<file path="config.mk">
export PLATFORM = sky130hd
export DESIGN_NAME = calendar_date_counter
export DESIGN_NICKNAME = d
export VERILOG_FILES = /design/src/rtl/cal_pkg.sv /design/src/rtl/cal_month_len.sv /design/src/rtl/calendar_date_counter.sv
export SDC_FILE = /design/constraint.sdc
export NUM_CORES = 1
export LEC_CHECK = 0
export CAP_MARGIN = 20
export CORE_ASPECT_RATIO = 1.25
export CORE_MARGIN = 5
export CORE_UTILIZATION = 40
export DETAILED_ROUTE_END_ITERATION = 8
export PLACE_DENSITY_LB_ADDON = 0.2
export SETUP_SLACK_MARGIN = 0.4
export SLEW_MARGIN = 20
export SYNTH_ARGS = -nofsm -noshare
export SYNTH_HDL_FRONTEND = slang
export SYNTH_SLANG_ARGS = --single-unit
</file>
<file path="constraint.sdc">
create_clock -name clk_i -period 3.7 [get_ports clk_i]
set_input_delay 0.74 -clock clk_i [delete_from_list [all_inputs] [get_ports clk_i]]
set_output_delay 0.74 -clock clk_i [all_outputs]
set_load 0.01 [all_outputs]
</file>
<file path="src/rtl/cal_pkg.sv">
// Shared types and constants for the calendar date counter.
// Provides month numbers, field typedefs and month-length constants.
package cal_pkg;

  typedef logic [6:0] cal_day_t;
  typedef logic [6:0] cal_month_t;
  typedef logic [6:0] cal_year_t;
  typedef logic [2:0] cal_wday_t;

  localparam cal_month_t JAN = 7'd1;
  localparam cal_month_t FEB = 7'd2;
  localparam cal_month_t MAR = 7'd3;
  localparam cal_month_t APR = 7'd4;
  localparam cal_month_t MAY = 7'd5;
  localparam cal_month_t JUN = 7'd6;
  localparam cal_month_t JUL = 7'd7;
  localparam cal_month_t AUG = 7'd8;
  localparam cal_month_t SEP = 7'd9;
  localparam cal_month_t OCT = 7'd10;
  localparam cal_month_t NOV = 7'd11;
  localparam cal_month_t DEC = 7'd12;

  localparam logic [4:0] DAYS_31       = 5'd31;
  localparam logic [4:0] DAYS_30       = 5'd30;
  localparam logic [4:0] DAYS_FEB      = 5'd28;
  localparam logic [4:0] DAYS_FEB_LEAP = 5'd29;

  localparam cal_year_t YEAR_MAX = 7'd99;
  localparam cal_wday_t WDAY_MAX = 3'd6;

endpackage

</file>
<file path="src/rtl/cal_month_len.sv">
// Combinational month-length lookup.
// Configuration macro: LEAP_YEAR_EN (February has 29 days when year[1:0] == 0).
// Ports:
//   month_i  month number; anything outside 1..12 yields length 0
//   year_i   year 0..99 (2000..2099)
//   len_o    number of days in the month
module cal_month_len
  import cal_pkg::*;
(
  input  cal_month_t  month_i,
  input  cal_year_t   year_i,
  output logic [4:0]  len_o
);

  logic [4:0] feb_len;

`ifdef LEAP_YEAR_EN
  // Every fourth year is leap across 2000..2099 (2000 itself is a leap year).
  assign feb_len = (year_i[1:0] == 2'b00) ? DAYS_FEB_LEAP : DAYS_FEB;
  logic unused_year_bits;
  assign unused_year_bits = ^year_i[6:2];
`else
  assign feb_len = DAYS_FEB;
  logic unused_year_bits;
  assign unused_year_bits = ^year_i;
`endif

  always_comb begin
    len_o = 5'd0;
    case (month_i)
      JAN, MAR, MAY, JUL, AUG, OCT, DEC: len_o = DAYS_31;
      APR, JUN, SEP, NOV:                len_o = DAYS_30;
      FEB:                               len_o = feb_len;
      default:                           len_o = 5'd0;
    endcase
  end

endmodule

</file>
<file path="src/rtl/calendar_date_counter.sv">
// Day/month/year/weekday counter advanced by a midnight day tick.
// Configuration macro: LEAP_YEAR_EN (enables 29 February in years with year[1:0] == 0).
// Ports:
//   clk_i          system clock, rising edge
//   rst_i          synchronous active-high reset, highest priority
//   day_tick_i     one-cycle pulse: advance one day
//   set_en_i       one-cycle pulse: load set_* fields (wins over day_tick_i)
//   set_day_i .. set_wday_i   date to load
//   day_o, month_o, year_o, wday_o   current date (registered)
//   month_wrap_o   pulse when day wraps to 1
//   year_wrap_o    pulse when year wraps 99 -> 0
//   set_err_o      pulse when a set request carried an invalid date
module calendar_date_counter
  import cal_pkg::*;
#(
  parameter int unsigned RST_YEAR = 0,
  parameter int unsigned RST_WDAY = 6
) (
  input  logic       clk_i,
  input  logic       rst_i,
  input  logic       day_tick_i,
  input  logic       set_en_i,
  input  logic [6:0] set_day_i,
  input  logic [6:0] set_month_i,
  input  logic [6:0] set_year_i,
  input  logic [2:0] set_wday_i,
  output logic [6:0] day_o,
  output logic [6:0] month_o,
  output logic [6:0] year_o,
  output logic [2:0] wday_o,
  output logic       month_wrap_o,
  output logic       year_wrap_o,
  output logic       set_err_o
);

  cal_day_t   day_q,   day_d;
  cal_month_t month_q, month_d;
  cal_year_t  year_q,  year_d;
  cal_wday_t  wday_q,  wday_d;
  logic       month_wrap_q, month_wrap_d;
  logic       year_wrap_q,  year_wrap_d;
  logic       set_err_q,    set_err_d;

  logic [4:0] cur_len;
  logic [4:0] set_len;
  logic       set_valid;
  logic       day_wrap;

  cal_month_len u_cur_len (
    .month_i (month_q),
    .year_i  (year_q),
    .len_o   (cur_len)
  );

  cal_month_len u_set_len (
    .month_i (set_month_i),
    .year_i  (set_year_i),
    .len_o   (set_len)
  );

  // An invalid month gives set_len == 0, so the day range check rejects it too.
  assign set_valid = (set_month_i >= JAN) && (set_month_i <= DEC) &&
                     (set_day_i != 7'd0) && (set_day_i <= {2'b00, set_len}) &&
                     (set_year_i <= YEAR_MAX) && (set_wday_i <= WDAY_MAX);

  // Covers the normal end of month and recovery from an out-of-range state.
  assign day_wrap = (day_q >= {2'b00, cur_len}) || (month_q > DEC);

  always_comb begin
    day_d        = day_q;
    month_d      = month_q;
    year_d       = year_q;
    wday_d       = wday_q;
    month_wrap_d = 1'b0;
    year_wrap_d  = 1'b0;
    set_err_d    = 1'b0;

    if (set_en_i) begin
      if (set_valid) begin
        day_d   = set_day_i;
        month_d = set_month_i;
        year_d  = set_year_i;
        wday_d  = set_wday_i;
      end else begin
        set_err_d = 1'b1;
      end
    end else if (day_tick_i) begin
      wday_d = (wday_q >= WDAY_MAX) ? 3'd0 : wday_q + 3'd1;
      if (day_wrap) begin
        day_d        = 7'd1;
        month_wrap_d = 1'b1;
        if (month_q >= DEC) begin
          month_d = JAN;
          if (month_q == DEC) begin
            if (year_q >= YEAR_MAX) begin
              year_d      = 7'd0;
              year_wrap_d = 1'b1;
            end else begin
              year_d = year_q + 7'd1;
            end
          end
        end else begin
          month_d = month_q + 7'd1;
        end
      end else begin
        day_d = day_q + 7'd1;
      end
    end
  end

  always_ff @(posedge clk_i) begin
    if (rst_i) begin
      day_q        <= 7'd1;
      month_q      <= JAN;
      year_q       <= 7'(RST_YEAR);
      wday_q       <= 3'(RST_WDAY);
      month_wrap_q <= 1'b0;
      year_wrap_q  <= 1'b0;
      set_err_q    <= 1'b0;
    end else begin
      day_q        <= day_d;
      month_q      <= month_d;
      year_q       <= year_d;
      wday_q       <= wday_d;
      month_wrap_q <= month_wrap_d;
      year_wrap_q  <= year_wrap_d;
      set_err_q    <= set_err_d;
    end
  end

  assign day_o        = day_q;
  assign month_o      = month_q;
  assign year_o       = year_q;
  assign wday_o       = wday_q;
  assign month_wrap_o = month_wrap_q;
  assign year_wrap_o  = year_wrap_q;
  assign set_err_o    = set_err_q;

endmodule

</file>
Yosys cells after proc, flatten, opt, wreduce, memory -nomap -nowiden --
Memories as Yosys holds them, arrays and structs flattened. A register that Yosys moved wholly into a read port is not among the register bits. Index checks and enable logic that the tools add are counted.
Storage, ports and cells: logic and storage cells 76, output and inout bits 27, memories 2, input bits 28, bits in registers 27, memory bits (read-only) 160
Cells by class: add/subtract/negate cells 4, eq/ne operators 2, mux-type cells 27, reductions and logical operators 19, order comparisons 10, bitwise gates (word level) 5
Memories:
- (no name shown) | depth 16, bits a word 5, rd ports 1, clocked after memory_dff 1, write ports 0, line cal_month_len.sv:30 | case (month_i)
- (no name shown) | depth 16, bits a word 5, rd ports 1, clocked after memory_dff 0, write ports 0, line cal_month_len.sv:30
Operator list (number):
- 7-bit two-way mux | 16
- 7-bit by 1-bit adder with 7-bit output (second input constant) | 3
- 3-bit two-way mux | 4
- 5-bit two-way mux | 2
- 4-bit two-way mux | 2
- 2-bit nonzero test | 4
- 7-bit by 4-bit equality test with 1-bit output (second input constant) | 1
- 7-bit by 1-bit greater-or-equal comparator with 1-bit output (second input constant) | 1
- 7-bit by 4-bit greater-or-equal comparator with 1-bit output (second input constant) | 1
- 7-bit by 5-bit greater-or-equal comparator with 1-bit output | 1
- 7-bit greater-or-equal comparator (second input constant) | 1
- 7-bit by 4-bit greater-than comparator with 1-bit output (second input constant) | 1
- 7-bit by 4-bit <= comparator with 1-bit output (second input constant) | 1
- 7-bit by 5-bit <= comparator with 1-bit output | 1
- 7-bit <= comparator (second input constant) | 1
- 7-bit nonzero test | 1
- 3-bit zero test | 2
- 6-bit OR reduction | 1
- 1-bit logical AND | 5
- 1-bit NOT | 5
- 5-bit AND reduction | 1
- 3-bit by 1-bit adder with 3-bit output (second input constant) | 1
- 3-bit greater-or-equal comparator (second input constant) | 1
- 3-bit <= comparator (second input constant) | 1
- 7 further kinds | 9

Depth between registers and ports, before layout --
word-level depth 10, mapped depth 11, gate-level depth less buffers 11

Hierarchy --
Synthesis repeated with hierarchy kept, for this count alone.
Unflattened totals: cell total of the unflattened synthesis 257, area total of the unflattened synthesis 2055.7 um^2
Modules (own cells, without submodules):
- calendar_date_counter | cells an instance 231, seq. area each 540.5 um^2, area each 1888.1 um^2, instances 1
- cal_month_len | cells an instance 13, seq. area each 0.0 um^2, area each 83.8 um^2, instances 2

Worst setup path after synthesis --
OpenSTA, ideal clock, no wires.
path type input port to flip-flop, start input port set_month_i[0], end register with a tool-made name, stages on the path 9, path slack 346 ps, data arrival time 3229 ps, buffers on the path 0, data required time 3575 ps, path through or4_1 nand3_2 ha_1 and3_1 mux2_1 a31o_1 and3_4 a221o_1 o41a_1
RTL lines:
- start: declaration | line calendar_date_counter.sv:24 | input logic [6:0] set_month_i,

==> results.json <==
{
  "place.gp.congestion": 0.935,
  "worstHoldPathCells": 1,
  "cp_max_fo": 6,
  "synth_warnings": 0,
  "ant_nets": 0,
  "slew_viol_final": 0,
  "ios": 55,
  "cts_tree": "done",
  "synth_top_cell_area_share": 0.302,
  "r2r_cells": 10,
  "synth_area_leaders": "dfxtp_1 (30%), ha_1 (10%), nor2_1 (4.9%)",
  "synth_nets": 288,
  "ctsHoldBuffers": 0,
  "wl_met1_um": 2270,
  "nNetsFinal": 361,
  "ys_top_cells_by_count": "dfxtp_1 (30), nor2_1 (26), nand2_1 (22), a21oi_1 (17), ha_1 (16)",
  "highest_layer": "met4",
  "syn2layout_area_growth_pct": 44.2,
  "drv_cap": 0,
  "tns_ns": 0,
  "fillers": 455,
  "setup_violations": 0,
  "die_area_um2": 6500,
  "drt-total-wl_um": 5600,
  "synth_edf_count": 0,
  "post-dp-hpwl_um": 4190,
  "power_density_nw_per_um2": 266,
  "finalCriticalPeriod_ns": 3.23,
  "wl_met2_um": 2900,
  "vias": 2077,
  "synth-seq-cells": 30,
  "arrival_ns": 3.46,
  "relSlewSlack": 0.657,
  "crit_path_end_kind": "flip-flop",
  "hold_viol": 0,
  "die_y_um": 88.9,
  "antenna_found_initial": 0,
  "critPathKind": "primary input to flip-flop",
  "cts_buffer_depth": 2,
  "avgSynthCellArea_um2": 8.16,
  "grt_pass1_wl_um": 9380,
  "core_area_um2": 4800,
  "n_antenna_cell": 0,
  "status": "completed",
  "fin_skew_ns": 0.00236,
  "grt_start_max_net_pins": 33,
  "drt-initial-drc-count": 92,
  "peakVddDrop_mv": 0.189,
  "clkSlewWorstSetupHoldPaths_ns": 0.06,
  "clk_latency_ns": 0.28,
  "synth-async-reset-ratio": 0,
  "syn_inst": 244,
  "leakage_nw": 1.13,
  "start_util": 0.415,
  "dieWidth_um": 73.1,
  "yosys.cell_count.top_type": "dfxtp_1",
  "grt_pass1_vias": 2100,
  "rows": 28,
  "synth_area_um2": 1990,
  "drive_gt1_frac": 0.170,
  "cts.sink_count": 30,
  "post-route-drc-count": 0,
  "grt_overflow": 0,
  "ys_seq_area_frac": 0.302,
  "routedWlPerCell_um": 14.8,
  "synth_cell_type_count": 58,
  "grt_usage": 0.186,
  "startpoint_type": "primary input",
  "numCtsBuffers": 5,
  "tightest_slew_ns": 0.508,
  "first_pass_iters": 4,
  "hold_path.class": "flip-flop to flip-flop",
  "max_freq_ghz": 0.309,
  "port-buffer-count": 54,
  "rsz0062_at_grt": "yes",
  "route.met3.wl_um": 245,
  "fin_util": 0.598,
  "timing.final.crit_share": 0.874,
  "regToRegSetupSlack_ns": 0.83,
  "root_buffer": "clkbuf_8",
  "htree_levels": 2,
  "cp.required_ns": 3.92,
  "yosysTopAreaCell": "dfxtp_1",
  "vias_per_cell": 5.51,
  "synthFlopType": "dfxtp_1"
}
[through the flow]
| step | instances | instance area, um2 | worst slack (ns) | power (W) | hold WS [ns] |
|---|---|---|---|---|---|
| after floorplan | 244 | 2000 | 0.414 | 0.000434 | 0.528 |
| after global placement | 367 | 2700 | -0.100 | 0.000516 | 0.515 |
| after detailed placement | 367 | 2700 | -0.171 | 0.000518 | 0.516 |
| after CTS | 376 | 2850 | 0.404 | 0.000770 | 0.527 |
| after global routing | 377 | 2870 | 0.359 | 0.000814 | 0.557 |
| final | 377 | 2870 | 0.466 | 0.000764 | 0.521 |
[state kept, by name (all words and copies together), names as in the netlist, named ones only]
signal and flops:
day_o 7, wday_o 3, year_wrap_o 1, month_wrap_o 1, year_o 7, month_o 7, set_err_o 1
[cell usage in the layout (no fill, tap or decap), types with 3 or more instances in the layout]
cell type / netlist / routed
o21ai_1: 3 / 3
inv_1: 11 / 11
buf_4: 0 / 19
clkbuf_2: 0 / 4
clkbuf_8: 0 / 5
mux2i_1: 3 / 3
nor3_1: 5 / 4
and3_4: 1 / 3
o211ai_1: 3 / 3
a31oi_1: 4 / 4
ha_4: 0 / 3
nor2_1: 26 / 25
a211oi_1: 8 / 8
nand2b_1: 4 / 4
o21ai_0: 11 / 11
nand3_1: 7 / 7
dfxtp_1: 30 / 30
and2_1: 5 / 5
ha_1: 16 / 13
a32o_1: 3 / 3
clkdlybuf4s50_1: 0 / 47
and3_1: 6 / 4
nand2_1: 22 / 21
a21oi_1: 17 / 16
nor2b_1: 4 / 4
a22oi_1: 4 / 4
[layer usage]
layer | up-vias | GRT usage
met5 | - | 0
met2 | 52 | 0.338
met3 | 14 | 0.0489
met4 | 0 | 0.0956
li1 | 1043 | -
met1 | 968 | 0.194
[final timing paths]
check | to | startpoint
setup / recovery | flip-flop | set_month_i[0]
hold / removal | day_o[5] | day_o[5]
hold reg to reg | day_o[5] | day_o[5]
setup reg to reg | flip-flop | month_o[4]
[kinds of logic after synthesis]
logic type | Yosys count | share of synthesized area
simple gates | 98 | 0.260
compound gates | 73 | 0.255
flops | 30 | 0.302
buf+inv | 19 | 0.0427
fa+ha+maj | 16 | 0.101
mux | 5 | 0.0264
xor+xnor | 3 | 0.0132
[power breakdown]
part | internal [W] | switching (W)
logic | 0.0000972 | 0.0000845
clock network | 0.000129 | 0.000108
registers | 0.000334 | 0.0000120
total | 0.000560 | 0.000204
[worst max-delay path, cell delays in order]
cell and delay, ns:
buf_6 0.10, or4_4 0.53, nand3_4 0.15, ha_4 0.21, and3_4 0.14, mux2_4 0.27, a31o_4 0.23, a31oi_4 0.27
mux2_4 0.36, o211ai_1 0.26, o41a_1 0.20
[area by class of cell]
type	instances	area (um2)	share of cell area
Sequential cell	30	601	0.209
Tap cell	60	75.1	0.0261
Clock buffer	7	76.3	0.0266
Multi-Input combinational cell	195	1410	0.490
Inverter	11	41.3	0.0144
Timing Repair Buffer	74	671	0.234
[what timing repair did]
item / CTS / global route
setup endpoints to repair: 20 / 9
hold endpoints to repair: 0 / 0
setup buffers: 2 / 1
resized for setup: 26 / 13
pin swaps: 8 / 10
(Power assumes the default switching activity.)
